### config.mk
export PLATFORM = sky130hd
export DESIGN_NAME = instr_fetch
export DESIGN_NICKNAME = d
export VERILOG_FILES = /design/src/rtl/fetch_pkg.sv /design/src/rtl/fetch_fifo.sv /design/src/rtl/instr_fetch.sv
export SDC_FILE = /design/constraint.sdc
export NUM_CORES = 1
export LEC_CHECK = 0
export CORE_UTILIZATION = 57
export CTS_BUF_LIST = sky130_fd_sc_hd__clkbuf_16
export CTS_CLUSTER_DIAMETER = 100
export DETAILED_ROUTE_END_ITERATION = 16
export DONT_BUFFER_PORTS = 1
export MAX_ROUTING_LAYER = met4
export PLACE_DENSITY = 0.75
export SETUP_SLACK_MARGIN = 0.2
export SYNTH_ARGS = -nofsm -noshare
export SYNTH_HDL_FRONTEND = slang
export SYNTH_SLANG_ARGS = --single-unit
### constraint.sdc
create_clock -name clk -period 3.35 [get_ports clk]
set_clock_uncertainty 0.2 [all_clocks]
set_input_delay 0.335 -clock clk [delete_from_list [all_inputs] [get_ports clk]]
set_output_delay 0.335 -clock clk [all_outputs]
set_load 0.05 [all_outputs]
### src/rtl/fetch_pkg.sv
// Shared opcode constants, ROM depth default and the prefetch entry type.
// Pure definitions, no logic, no timing, no flow control.
package fetch_pkg;
    localparam logic [1:0] OPC_ALU       = 2'b11;
    localparam logic [2:0] OPR_LDI       = 3'b111;
    localparam int         ROM_DEPTH_DEF = 128;

    typedef struct packed {
        logic [7:0] pc;
        logic [7:0] data;
    } entry_t;

    function automatic logic is_ldi_op(input logic [7:0] b);
        return (b[7:6] == OPC_ALU) && (b[5:3] == OPR_LDI);
    endfunction
endpackage

### src/rtl/fetch_fifo.sv
// Prefetch ring buffer with single push, pop-1/pop-2 and flush; head/next read combinationally, 0-cycle.
// Backpressure: caller must never push when full or pop more than count; flush and rst empty it.
module fetch_fifo
    import fetch_pkg::*;
#(
    parameter int DEPTH = 4
)(
    input  logic                         clk,
    input  logic                         rst,
    input  logic                         flush,
    input  logic                         push,
    input  entry_t                       push_entry,
    input  logic                         pop1,
    input  logic                         pop2,
    output entry_t                       head,
    output entry_t                       next,
    output logic [$clog2(DEPTH+1)-1:0]   count
);
    localparam int CW = $clog2(DEPTH + 1);
    localparam int PW = $clog2(DEPTH);

    entry_t          mem [DEPTH];
    logic [PW-1:0]   rd_ptr;
    logic [PW-1:0]   wr_ptr;
    logic [1:0]      pop_n;

    // DEPTH need not be a power of two, so wrap explicitly.
    function automatic logic [PW-1:0] ptr_add(input logic [PW-1:0] p, input logic [1:0] n);
        logic [PW:0] s;
        s = (PW+1)'(p) + (PW+1)'(n);
        if (s >= (PW+1)'(DEPTH))
            s = s - (PW+1)'(DEPTH);
        return s[PW-1:0];
    endfunction

    assign pop_n = pop2 ? 2'd2 : (pop1 ? 2'd1 : 2'd0);
    assign head  = mem[rd_ptr];
    assign next  = mem[ptr_add(rd_ptr, 2'd1)];

    always_ff @(posedge clk) begin
        if (rst || flush) begin
            rd_ptr <= '0;
            wr_ptr <= '0;
            count  <= '0;
        end else begin
            if (push)
                wr_ptr <= ptr_add(wr_ptr, 2'd1);
            rd_ptr <= ptr_add(rd_ptr, pop_n);
            count  <= CW'({1'b0, count} + (CW+1)'(push) - (CW+1)'(pop_n));
        end
    end

    always_ff @(posedge clk) begin
        if (push && !rst && !flush)
            mem[wr_ptr] <= push_entry;
    end
endmodule

### src/rtl/instr_fetch.sv
// Instruction prefetcher: ROM -> FIFO -> instruction register, LDI pairs delivered as one transfer, 0-cycle from FIFO head.
// Backpressure: instr_ready low fills the FIFO then stops fetch; br flushes. INSTR_FETCH_PERF_EN adds perf counters.
module instr_fetch
    import fetch_pkg::*;
#(
    parameter int ROM_DEPTH = ROM_DEPTH_DEF,
    parameter int BUF_DEPTH = 4
)(
    input  logic        clk,
    input  logic        rst,
    output logic [7:0]  rom_addr,
    output logic        rom_re_bar,
    input  logic [7:0]  rom_data,
    input  logic        br,
    input  logic [7:0]  br_target,
    output logic        instr_valid,
    input  logic        instr_ready,
    output logic [7:0]  instr,
    output logic [7:0]  imm,
    output logic        is_ldi,
    output logic [7:0]  instr_pc
`ifdef INSTR_FETCH_PERF_EN
    ,
    output logic [15:0] fetch_cnt,
    output logic [15:0] flush_cnt
`endif
);
    localparam int         CW       = $clog2(BUF_DEPTH + 1);
    localparam logic [7:0] FPC_LAST = 8'(ROM_DEPTH - 1);

    logic [7:0]    fpc;
    entry_t        head;
    entry_t        next;
    logic [CW-1:0] count;
    logic          head_ldi;
    logic          valid_raw;
    logic          transfer;
    logic          pop1;
    logic          pop2;
    logic [1:0]    pop_n;
    logic [CW:0]   used_after_pop;
    logic          fetch;

    assign head_ldi  = is_ldi_op(head.data);
    assign valid_raw = head_ldi ? (count >= CW'(2)) : (count != '0);

    assign instr_valid = valid_raw && !rst;
    assign transfer    = instr_valid && instr_ready;
    assign pop1        = transfer && !head_ldi;
    assign pop2        = transfer && head_ldi;
    assign pop_n       = pop2 ? 2'd2 : (pop1 ? 2'd1 : 2'd0);

    // Space freed by this cycle's pop counts towards the fetch decision.
    assign used_after_pop = {1'b0, count} - (CW+1)'(pop_n);
    assign fetch          = !br && !rst && (used_after_pop < (CW+1)'(BUF_DEPTH));

    assign rom_addr   = fpc;
    assign rom_re_bar = !fetch;

    assign instr    = instr_valid ? head.data : 8'h00;
    assign instr_pc = instr_valid ? head.pc   : 8'h00;
    assign is_ldi   = instr_valid && head_ldi;
    assign imm      = is_ldi ? next.data : 8'h00;

    always_ff @(posedge clk) begin
        if (rst)
            fpc <= '0;
        else if (br)
            fpc <= 8'(int'(br_target) % ROM_DEPTH);
        else if (fetch)
            fpc <= (fpc == FPC_LAST) ? 8'h00 : fpc + 8'd1;
    end

    fetch_fifo #(
        .DEPTH (BUF_DEPTH)
    ) u_fifo (
        .clk        (clk),
        .rst        (rst),
        .flush      (br),
        .push       (fetch),
        .push_entry ({fpc, rom_data}),
        .pop1       (pop1),
        .pop2       (pop2),
        .head       (head),
        .next       (next),
        .count      (count)
    );

`ifdef INSTR_FETCH_PERF_EN
    always_ff @(posedge clk) begin
        if (rst) begin
            fetch_cnt <= '0;
            flush_cnt <= '0;
        end else begin
            if (fetch && fetch_cnt != 16'hFFFF)
                fetch_cnt <= fetch_cnt + 16'd1;
            if (br && flush_cnt != 16'hFFFF)
                flush_cnt <= flush_cnt + 16'd1;
        end
    end
`endif
endmodule

After elaboration in Yosys (flattened, before gate mapping)
Memory sizes are Yosys's and may differ from the RTL's. A register that Yosys moved wholly into a read port is not among the register bits.
Index checks and enable logic that the tools add are counted.
{ "totals": {"ramBits": 64, "n_memories": 1, "mem_bits_ro": 0, "output_inout_bits": 35, "latch_bits": 0, "elab_cells": 57, "regBits": 15, "inputBits": 20} }
{ "memory_table": {"columns": ["memory", "words", "width", "rd", "rd_clocked_by_memory_dff", "wr", "line", "rtl"], "rows": [
  ["u_fifo.mem", 4, 16, 2, 1, 1, "fetch_fifo.sv:22", "entry_t mem [DEPTH];"]
]} }
{ "classes": {"n_mux": 15, "bitwise": 0, "shifts": 0, "addsub": 10, "eq_ne": 3, "mul": 0, "n_div": 0, "n_lt_le_gt_ge": 5, "n_reduce_logical": 18} }
{ "op_table": {"columns": ["operator", "count"], "rows": [
  ["8-bit two-way mux", 4],
  ["7-bit two-way mux", 2],
  ["1-bit logical AND", 10],
  ["2-bit two-way mux", 5],
  ["3-bit >= comparator, second input constant", 3],
  ["8-bit by 1-bit adder with 8-bit output, second input constant", 1],
  ["8-bit by 7-bit equality test with 1-bit output, second input constant", 1],
  ["2-bit by 1-bit adder with 3-bit output, second input constant", 2],
  ["2-bit by 1-bit subtractor with 2-bit output, second input constant", 3],
  ["1-bit logical NOT", 4],
  ["4-bit by 3-bit < comparator with 1-bit output, second input constant", 1],
  ["1-bit two-way mux", 4],
  ["3-bit by 2-bit subtractor with 4-bit output", 1],
  ["2-bit by 2-bit adder with 3-bit output", 1],
  ["3-bit by 1-bit adder with 3-bit output", 1],
  ["3-bit equality test, second input constant", 1],
  ["3-bit by 2-bit >= comparator with 1-bit output, second input constant", 1],
  ["3-bit nonzero test", 1],
  ["3-bit by 2-bit subtractor with 3-bit output", 1],
  ["2-bit equality test, second input constant", 1],
  ["2-bit nonzero test", 1],
  ["2-bit OR reduction", 1],
  ["1-bit logical OR", 1]
]} }

Longest topological paths before layout
Gate-level depths: netlist of the first run.
{ "depth": {"ltp_word": 15, "depth_mapped": 16, "depth_no_buf": 15} }

Modules after synthesis
Synthesis of the first run repeated with hierarchy kept, for this count alone.
{ "unflattened": {"cells_unflattened": 262, "hier_area_um2": 4012.6} }
{ "by_module_without_submodules": {"columns": ["module", "area_each_um2", "n_inst", "cells_per_inst", "seq_area_each_um2"], "rows": [
  ["fetch_fifo", 3143.0, 1, 148, 2062.0],
  ["instr_fetch", 869.6, 1, 114, 160.2]
]} }

Worst setup path before layout of the first run
No wires, ideal clock.
{ "synth_timing": {"kind": "reg2reg", "start": "register, netlist name u_fifo.rd_ptr[0]", "end": "register fpc[3], in the netlist rom_addr[3]", "arrival_time_ns": 3.285, "path_slack_ns": -0.210, "setup_ns": 0.074, "path_stages_with_launch": 14, "synth_period_minus_slack_ns": 3.560, "n_path_buf": 1, "t_required_ns": 3.076, "path_cell_list": "dfxtp_1 -> buf_4 -> mux4_1 -> nand4_1 -> or2_1 -> and3_1 -> ha_1 -> fa_1 -> a211oi_4 -> nor2_4 -> nor2_4 -> inv_2 -> or4b_1 -> a31oi_1"} }
{ "synth_rtl": {"columns": ["element", "line", "rtl"], "rows": [
  ["end signal, assigned", "instr_fetch.sv:69", "fpc <= 8'(int'(br_target) % ROM_DEPTH);"],
  ["end signal, assigned", "instr_fetch.sv:71", "fpc <= (fpc == FPC_LAST) ? 8'h00 : fpc + 8'd1;"],
  ["end, declared", "instr_fetch.sv:31", "logic [7:0] fpc;"]
]} }

==> results of run 1 <==
repair_timing:
item                       in CTS  in global routing
setup endpoints to repair      82                 97
gates cloned                    4                  3
gates resized for setup        24                 49
buffers inserted               14                  6
hold endpoints to repair       39                  6
pin swaps                      20                 16
metal layers:
metal  routed length, um  track usage  share of wire  vias to the layer above
met4                 648        0.172          0.059                        0
li1                    -            -              -                     1122
met5                   0            -              0                        -
met1                3760        0.330           0.34                     1350
met2                5730        0.548           0.52                      180
met3                 882       0.0659          0.080                       54
worst max-delay path, delay by kind of cell (launching register included):
family	cells	cell delay, ns
buffers and inverters	4	0.39
muxes	1	0.41
adders and majority gates	1	0.29
DFF	1	0.39
and+or+nand+nor	6	1.13
AOI/OAI and AO/OA	1	0.30
registers in the layout, summed over array words and instances (netlist names):
| register | flops |
|---|---|
| u_fifo.mem | 64 |
| rom_addr | 8 |
| u_fifo.count | 3 |
| u_fifo.rd_ptr | 2 |
| u_fifo.wr_ptr | 2 |
path summary, 6_finish.rpt:
| path | from | to | cells after the start |
|---|---|---|---|
| setup / recovery | u_fifo.rd_ptr[0] | rom_re_bar | 13 |
| hold / removal | rst | rom_addr[5] | 1 |
| setup reg to reg | u_fifo.rd_ptr[0] | u_fifo.count[1] | 14 |
| hold reg to reg | u_fifo.wr_ptr[1] | u_fifo.wr_ptr[1] | 2 |
metrics by stage:
| step | worst slack [ns] | hold slack [ns] |
|---|---|---|
| 6_report | -0.431 | -0.132 |
| 2_1_floorplan | -0.117 | 0.234 |
| 4_1_cts | -0.292 | -0.136 |
| 5_1_grt | -0.486 | -0.139 |
| 3_3_place_gp | -0.174 | 0.208 |
| 3_5_place_dp | -0.280 | 0.209 |
cell usage in the layout (no fill, tap or decap), types with 3 or more instances in the layout:
cell           count
edfxtp_1          64
buf_4             32
buf_12            25
buf_6             21
nor2_1            17
mux4_2            16
and2_4            16
inv_1             14
dfxtp_1           13
dlygate4sd3_1     10
mux2i_1            9
clkbuf_16          9
nand2_1            8
a211oi_2           6
ha_1               6
mux2_2             5
nor2b_2            4
a31oi_1            4
bufbuf_16          4
or3_4              3
nand3_1            3
xnor2_1            3
ha_4               3
kinds of logic (layout without fill, tap and decap cells):
logic type / count (synthesis) / after routing / share of synthesized area
muxes: 32 / 32 / 0.146
xor gates and xnor gates: 8 / 8 / 0.0190
buffers and inverters: 26 / 124 / 0.0326
adders and majority gates: 12 / 12 / 0.0448
AOI/OAI and AO/OA: 24 / 24 / 0.0520
and+or+nand+nor: 67 / 68 / 0.103
DFF: 79 / 79 / 0.603
final cells by class:
cell class	instances	area, sq um
Clock buffer	9	225
Clock inverter	6	55.1
Fill cell	210	589
Inverter	15	58.8
Multi-Input combinational cell	144	1570
Sequential cell	79	2230
Tap cell	75	93.8
Timing Repair Buffer	94	1240
report_power, final:
group          leakage [nW]  internal, mW  switching [mW]
sequential            0.708          1.09          0.0467
clock                 0.144         0.565           0.381
combinational          1.17         0.157           0.141
total                  2.02          1.81           0.569
synth_stat cells (all sizes together), types with 2 or more instances:
cell / count
mux2i: 11
a31oi: 4
edfxtp: 64
and2: 18
nor2b: 5
fa: 2
nor2: 20
clkbuf: 2
o211ai: 2
a211oi: 8
or2: 2
o211a: 3
nand2: 8
buf: 9
or3: 4
mux4: 16
a21oi: 2
nand3: 3
xor2: 3
dfxtp: 15
ha: 10
mux2: 5
o2111ai: 2
nand2b: 2
xnor2: 5
inv: 14
==> results_dict.tcl, run 1 <==
set metrics [dict create \
    vias 2706 \
    routedWlPerCell_um 26.1 \
    syn_inst 248 \
    diodes 0 \
    rsz0062_at_grt "yes" \
    drtPass1Iterations 5 \
    place_inst 370 \
    worst_pin_slew_ns 0.882 \
    cp-end-kind "output pin" \
    hpwl_um 5270 \
    maxCapViolations 0 \
    core_sq_mm 0.00606 \
    period_minus_slack_ns 3.78 \
    clkLatencyLatePin_ns 0.33 \
    first_global_vias 2606 \
    worst_slack_ns -0.431 \
    drtAntennaViolNets 0 \
    syn2layout_area_growth_pct 48.5 \
    path_clk_slew_ns 0.06 \
    place_congestion 0.782 \
    start_util 0.608 \
    fp.dieH_um 82.4 \
    root_buffer "clkbuf_16" \
    rows 28 \
    grt_usage 0.313 \
    crit_chain "mux4_2 > nand4_1 > or2_4 > or3_4 > ha_4 > nand2b_4 > a211oi_4 > nor2_4 > nor2_4 > buf_6 > inv_4 > buf_6 > buf_8" \
    finalPower_mw 2.38 \
    slew_headroom 0.411 \
    hold_class "in2reg" \
    yosys_warnings 0 \
    timing.final.crit_share 1.13 \
    dieArea_sq_mm 0.00679 \
    critPathKind "reg2out" \
    yosysSeqAreaShare 0.603 \
    yosys_most_used_dff "edfxtp_1" \
    syn_area_sq_mm 0.00368 \
    initialDrtViolationCount 145 \
    antenna_found_initial 0 \
    grt_pass1_wl_um 13900 \
    critPathLaunchType "flop" \
    hold_viol 6 \
    hold_buffers 10 \
    ios 55 \
    setup_violations 78 \
    layout-drive-gt1-share 0.504 \
    holdWs_ns -0.132 \
    yosysTopAreaCell "edfxtp_1" \
    violations "negative hold slack, negative setup slack" \
    status "finished with violations" \
    power-per-cell-area_mw_per_mm2 436 \
    final_cells 422 \
    cts_buffers 9 \
    via_per_inst 6.41 \
    slowest_delay_ns 0.41 \
    synth_seq_cells 79 \
    routed_wl_um 11000 \
    fin_util 0.903 \
    max_freq_mhz 264 \
    setup_tns_ns -21.40 \
    cts-htree-levels 3 \
    die_w_um 82.4 \
    slowest_stage "mux4_2" \
    clock-sinks 79 \
    synth_cell_types 45 \
    drc 0 \
    async_reset_ff_frac 0 \
    rrSetupSlack_ns -0.41 \
    grt-ovfl-total 0 \
    portBuffers 0 \
    p_leak_nw 2.02 \
    nets 375 \
    fin_area_sq_mm 0.00547 \
    ir_drop_v 0.000543 \
    clk_path_buf_depth 2 \
    cp.required_ns 2.81 \
    synth.avg_cell_area_sq_um 14.9 \
    tritoncts "done" \
    worstPathArrival_ns 3.25 \
    synthTopCellsByArea "edfxtp_1 52%, dfxtp_1 8.1%, mux4_2 7.9%" \
    synth_top_cell_area_share 0.522 \
    syn_nets 280 \
    drv_slew 0 \
    path_max_fanout 8 \
    grt_max_degree 18 \
    postPlaceCellArea_sq_mm 0.00452 \
    synth-edff-count 64 \
]
(Power assumes the default switching activity.)
==> run 2: changes to the inputs <==
--- a/config.mk
+++ b/config.mk
@@ -11,7 +11,7 @@
 export DETAILED_ROUTE_END_ITERATION = 16
 export DONT_BUFFER_PORTS = 1
 export MAX_ROUTING_LAYER = met4
-export PLACE_DENSITY = 0.75
+export PLACE_DENSITY_LB_ADDON = 0.12
 export SETUP_SLACK_MARGIN = 0.2
 export SYNTH_ARGS = -nofsm -noshare
 export SYNTH_HDL_FRONTEND = slang
==> results_dict.tcl, run 2 (synthesized netlist as in run 1, its figures left out) <==
set metrics [dict create \
    status "finished with violations" \
    violations "negative setup slack" \
    tritoncts "done" \
    crit_chain "mux4_2 > nand4_1 > or2_4 > or3_4 > ha_4 > nand2b_4 > a211oi_4 > nor2_4 > nor2_4 > buf_6 > inv_4 > buf_6 > buf_8" \
    grt_usage 0.302 \
    place_congestion 0.768 \
    p_leak_nw 1.92 \
    grt-ovfl-total 0 \
    holdWs_ns 0.0468 \
    via_per_inst 6.00 \
    cp.required_ns 2.81 \
    worst-path-buf-inv 4 \
    start_util 0.608 \
    cp_top_family "simple AND/OR/NAND/NOR gates" \
    root_buffer "clkbuf_16" \
    dieArea_sq_mm 0.00679 \
    switching_share 0.250 \
    core_sq_mm 0.00606 \
    drc 0 \
    diodes 0 \
    clkLatencyLatePin_ns 0.33 \
    timing.final.crit_share 1.08 \
    max_freq_mhz 275 \
    nets 369 \
    die_w_um 82.4 \
    worst_pin_slew_ns 0.951 \
    final_common_cell "edfxtp_1" \
    p_switching_uw 579 \
    grt_max_degree 19 \
    critPathKind "reg2out" \
    clockPowerShare 0.394 \
    cts_buffers 9 \
    regMostFlops "u_fifo.mem" \
    drtPass1Iterations 6 \
    hold_class "in2reg" \
    p_seq_frac 0.487 \
    slowest_delay_ns 0.39 \
    ir_drop_v 0.000381 \
    vias 2501 \
    portBuffers 0 \
    p_int_mw 1.73 \
    fin_util 0.863 \
    drv_slew 0 \
    maxCapViolations 0 \
    routed_wl_um 9360 \
    syn2layout_area_growth_pct 41.9 \
    first_global_vias 2594 \
    period_minus_slack_ns 3.63 \
    setup_violations 71 \
    slew_headroom 0.365 \
    worst_slack_ns -0.282 \
    power_frac_comb 0.120 \
    path_max_fanout 7 \
    drtAntennaViolNets 0 \
    final_cells 417 \
    hold_viol 0 \
    slowest_stage "dfxtp_4" \
    fp.dieH_um 82.4 \
    power-per-cell-area_mw_per_mm2 443 \
    path_clk_slew_ns 0.06 \
    clock-sinks 79 \
    largest_reg_flops 64 \
    most-common-layout-cells "64 x edfxtp_1, 38 x buf_4, 22 x buf_12" \
    initialDrtViolationCount 118 \
    place_inst 368 \
    clk_path_buf_depth 2 \
    fill_cells 275 \
    cp-end-kind "output pin" \
    critPathLaunchType "flop" \
    routedWlPerCell_um 22.4 \
    worstPathArrival_ns 3.10 \
    layout-drive-gt1-share 0.421 \
    antenna_found_initial 0 \
    cts-htree-levels 3 \
    rows 28 \
    ios 55 \
    hpwl_um 4840 \
    rsz0062_at_grt "yes" \
    grt_pass1_wl_um 13400 \
]
run 2: cell types whose count changed in the layout (fill, tap and decap cells not counted), sizes merged:
cell         change
or3              -1
bufbuf           -4
bufinv           -1
clkinv           +1
dlygate4sd3      +6
clkinvlp         +1
buf              -7
run 2: path summary, 6_finish.rpt:
| check | startpoint | to | slack, ns | cells after the start |
|---|---|---|---|---|
| max reg2reg | u_fifo.rd_ptr[0] | u_fifo.mem[3][1] | -0.28 | 15 |
| min | rst | u_fifo.count[0] | 0.05 | 2 |
| max | u_fifo.rd_ptr[0] | rom_re_bar | -0.28 | 13 |
| min reg2reg | u_fifo.wr_ptr[1] | u_fifo.wr_ptr[1] | 0.37 | 2 |
run 2: layout make-up:
class                   count  area [sq um]  area share
repair buffers             89          1100       0.211
clock inverters             7          55.1      0.0105
flip-flops and latches     79          2230       0.426
well taps                  75          93.8      0.0179
multi-input cells         143          1470       0.281
inverters                  15          58.8      0.0112
clock buffers               9           225      0.0431
run 2: per-stage QoR:
stage | instance area, sq um | power, mW | TNS, ns | setup WS [ns]
finish | 5230 | 2.31 | -14.47 | -0.282
global route | 5230 | 2.38 | -22.28 | -0.404
CTS | 5120 | 2.29 | -4.12 | -0.232
detailed placement | 4460 | 1.35 | -2.12 | -0.151
global placement | 4460 | 1.34 | -0.569 | -0.129
floorplan | 3750 | 1.27 | -0.260 | -0.117
run 2: power by group through the flow:
stage               Combinational (mW)  Clock (mW)  Sequential, mW
floorplan                        0.116           0            1.15
global placement                 0.199           0            1.14
detailed placement               0.202           0            1.14
CTS                              0.251       0.911            1.12
global route                     0.293       0.960            1.13
finish                           0.277       0.911            1.13
run 2: worst reg2reg max path: stages, from the launching register on:
cell,delay (ns)
dfxtp_4,0.39
mux4_2,0.38
nand4_1,0.14
or2_4,0.29
or3_4,0.36
ha_4,0.30
nand2b_4,0.06
a211oi_4,0.29
nor2_4,0.07
nor2_4,0.10
buf_4,0.12
buf_6,0.10
buf_4,0.12
and2_4,0.19
buf_6,0.11
buf_12,0.12
run 2: timing repair:
item	CTS	global route
cloned	4	0
setup endpoints to repair	87	78
endpoints found under the hold margin	39	0
pin swaps	20	12
resized for setup	21	12
hold buffers	16	0
buffers inserted	8	5
run 2: metal layers:
metal,up-vias,part of all wire,global-route usage,routed length [um]
li1,1109,-,-,-
met1,1225,0.36,0.317,3390
met2,128,0.52,0.511,4900
met3,39,0.064,0.0791,601
met4,0,0.050,0.177,471
met5,-,0,-,0
==> run 3: changes to the inputs <==
--- a/config.mk
+++ b/config.mk
@@ -5,7 +5,7 @@
 export SDC_FILE = /design/constraint.sdc
 export NUM_CORES = 1
 export LEC_CHECK = 0
-export CORE_UTILIZATION = 57
+export CORE_UTILIZATION = 55
 export CTS_BUF_LIST = sky130_fd_sc_hd__clkbuf_16
 export CTS_CLUSTER_DIAMETER = 100
 export DETAILED_ROUTE_END_ITERATION = 16
==> results_dict.tcl, run 3 (synthesized netlist as in run 1, its figures left out) <==
set metrics [dict create \
    drtAntennaViolNets 0 \
    routed_wl_um 8450 \
    final_common_cell "edfxtp_1" \
    drc 8 \
    final_cells 423 \
    multi_input_area_sq_mm 0.00149 \
    first_global_vias 2560 \
    worst-path-buf-inv 4 \
    r2r_start "u_fifo.rd_ptr[0]" \
    cp.required_ns 2.81 \
    hold_class "in2reg" \
    reg2regPathDepth 15 \
    path_clk_slew_ns 0.06 \
    portBuffers 0 \
    most-common-layout-cells "64 x edfxtp_1, 34 x buf_4, 20 x buf_12" \
    period_minus_slack_ns 3.59 \
    hpwl_um 5070 \
    ios 55 \
    worst_slack_ns -0.244 \
    cp-end-kind "output pin" \
    place_inst 377 \
    setup_violations 68 \
    maxCapViolations 0 \
    critPathKind "reg2out" \
    grt_usage 0.261 \
    hold_viol 0 \
    core_sq_mm 0.00642 \
    worstHoldEndpoint "rom_addr[6]" \
    finalPower_mw 2.41 \
    rrSetupSlack_ns -0.23 \
    fp.dieH_um 83.9 \
    drv_slew 0 \
    grt_max_degree 18 \
    dieArea_sq_mm 0.00703 \
    r2r_end "u_fifo.count[1]" \
    vias 2401 \
    nets 373 \
    hold_depth 3 \
    start_util 0.574 \
    critPathLaunchType "flop" \
    cts-htree-levels 3 \
    place_congestion 0.726 \
    ir_drop_v 0.000362 \
    root_buffer "clkbuf_16" \
    fill_cells 308 \
    status "finished with violations" \
    routedWlPerCell_um 20.0 \
    die_w_um 83.9 \
    drtPass1Iterations 10 \
    cts_buffers 9 \
    slew_headroom 0.416 \
    via_per_inst 5.68 \
    clock-sinks 79 \
    path_max_fanout 6 \
    antenna_found_initial 0 \
    regArea_sq_mm 0.00223 \
    grt_pass1_wl_um 13200 \
    slowest_delay_ns 0.40 \
    layout-drive-gt1-share 0.419 \
    max_freq_mhz 278 \
    hp-start "br_target[6]" \
    clk_path_buf_depth 2 \
    crit_start "u_fifo.rd_ptr[0]" \
    power-per-cell-area_mw_per_mm2 455 \
    regMostFlops "u_fifo.mem" \
    cp_top_family "simple AND/OR/NAND/NOR gates" \
    largest_reg_flops 64 \
    rows 29 \
    clkLatencyLatePin_ns 0.32 \
    timing.final.crit_share 1.07 \
    slowest_stage "or3_4" \
    tritoncts "done" \
    diodes 0 \
    p_leak_nw 1.97 \
    grt-ovfl-total 0 \
    violations "design-rule violations, negative setup slack" \
    dp_slack_ns -0.216 \
    rsz0062_at_grt "yes" \
    syn2layout_area_growth_pct 43.9 \
    worst_pin_slew_ns 0.875 \
    crit_chain "mux4_2 > nand4_1 > or2_4 > or3_4 > ha_4 > nand2b_4 > a211oi_4 > nor2_4 > nor2_4 > buf_6 > inv_4 > buf_6 > buf_8" \
    worstPathArrival_ns 3.06 \
    initialDrtViolationCount 113 \
]
-- run 3: layout make-up --
cell class / instances / share of cell area
sequential: 79 / 0.420
multi-input combinational: 143 / 0.280
timing repair buffer: 93 / 0.211
clock buffer: 9 / 0.0425
tap: 77 / 0.0182
clock inverter: 7 / 0.0167
inverter: 15 / 0.0111
-- run 3: metrics by stage --
stage | hold WS (ns) | TNS [ns] | instance area, sq um | utilization
3_3_place_gp | 0.208 | -1.79 | 4510 | 0.702
5_1_grt | 0.0209 | -17.84 | 5300 | 0.826
2_1_floorplan | 0.234 | -0.260 | 3750 | -
3_5_place_dp | 0.211 | -6.19 | 4510 | 0.702
6_report | 0.0357 | -9.94 | 5300 | 0.826
4_1_cts | 0.00935 | -4.17 | 5210 | 0.811
-- run 3: timing repair --
action / 4_1_cts / 5_1_grt
setup buffers: 10 / 3
hold buffers: 15 / 0
resized for setup: 28 / 14
pin swaps: 21 / 10
cloned: 2 / 0
setup endpoints to repair: 78 / 76
endpoints found under the hold margin: 39 / 0
-- run 3: per-layer routing --
metal | vias up | global-route usage | share of wire
met5 | - | - | 0
met4 | 0 | 0.0972 | 0.013
met3 | 8 | 0.0544 | 0.039
met2 | 69 | 0.447 | 0.54
met1 | 1204 | 0.303 | 0.41
li1 | 1120 | - | -
-- run 3: worst reg2reg max path: stages, from the launching register on --
cell and delay, ns:
dfxtp_4 0.38, mux4_2 0.36, nand4_1 0.15, or2_4 0.29, or3_4 0.40, ha_4 0.30
nand2b_4 0.06, a211oi_4 0.27, nor2_4 0.07, nor2_4 0.10, buf_4 0.12, buf_6 0.10
ha_4 0.12, inv_2 0.03, fa_2 0.50, nor2_1 0.04
-- run 3: worst max-delay path by stage --
stage / end / slack (ns) / cells after the start
2_1_floorplan: u_fifo.count[1] / -0.12 / 14
3_5_place_dp: rom_addr[3] / -0.22 / 14
5_1_grt: rom_re_bar / -0.36 / 13
3_3_place_gp: u_fifo.count[1] / -0.15 / 13
6_report: rom_re_bar / -0.24 / 13
4_1_cts: rom_re_bar / -0.26 / 13
-- run 3: report_power, final --
group | leakage, nW | switching, mW | internal (mW)
sequential | 0.708 | 0.0332 | 1.09
combinational | 1.11 | 0.136 | 0.129
clock | 0.158 | 0.374 | 0.648
total | 1.97 | 0.543 | 1.87
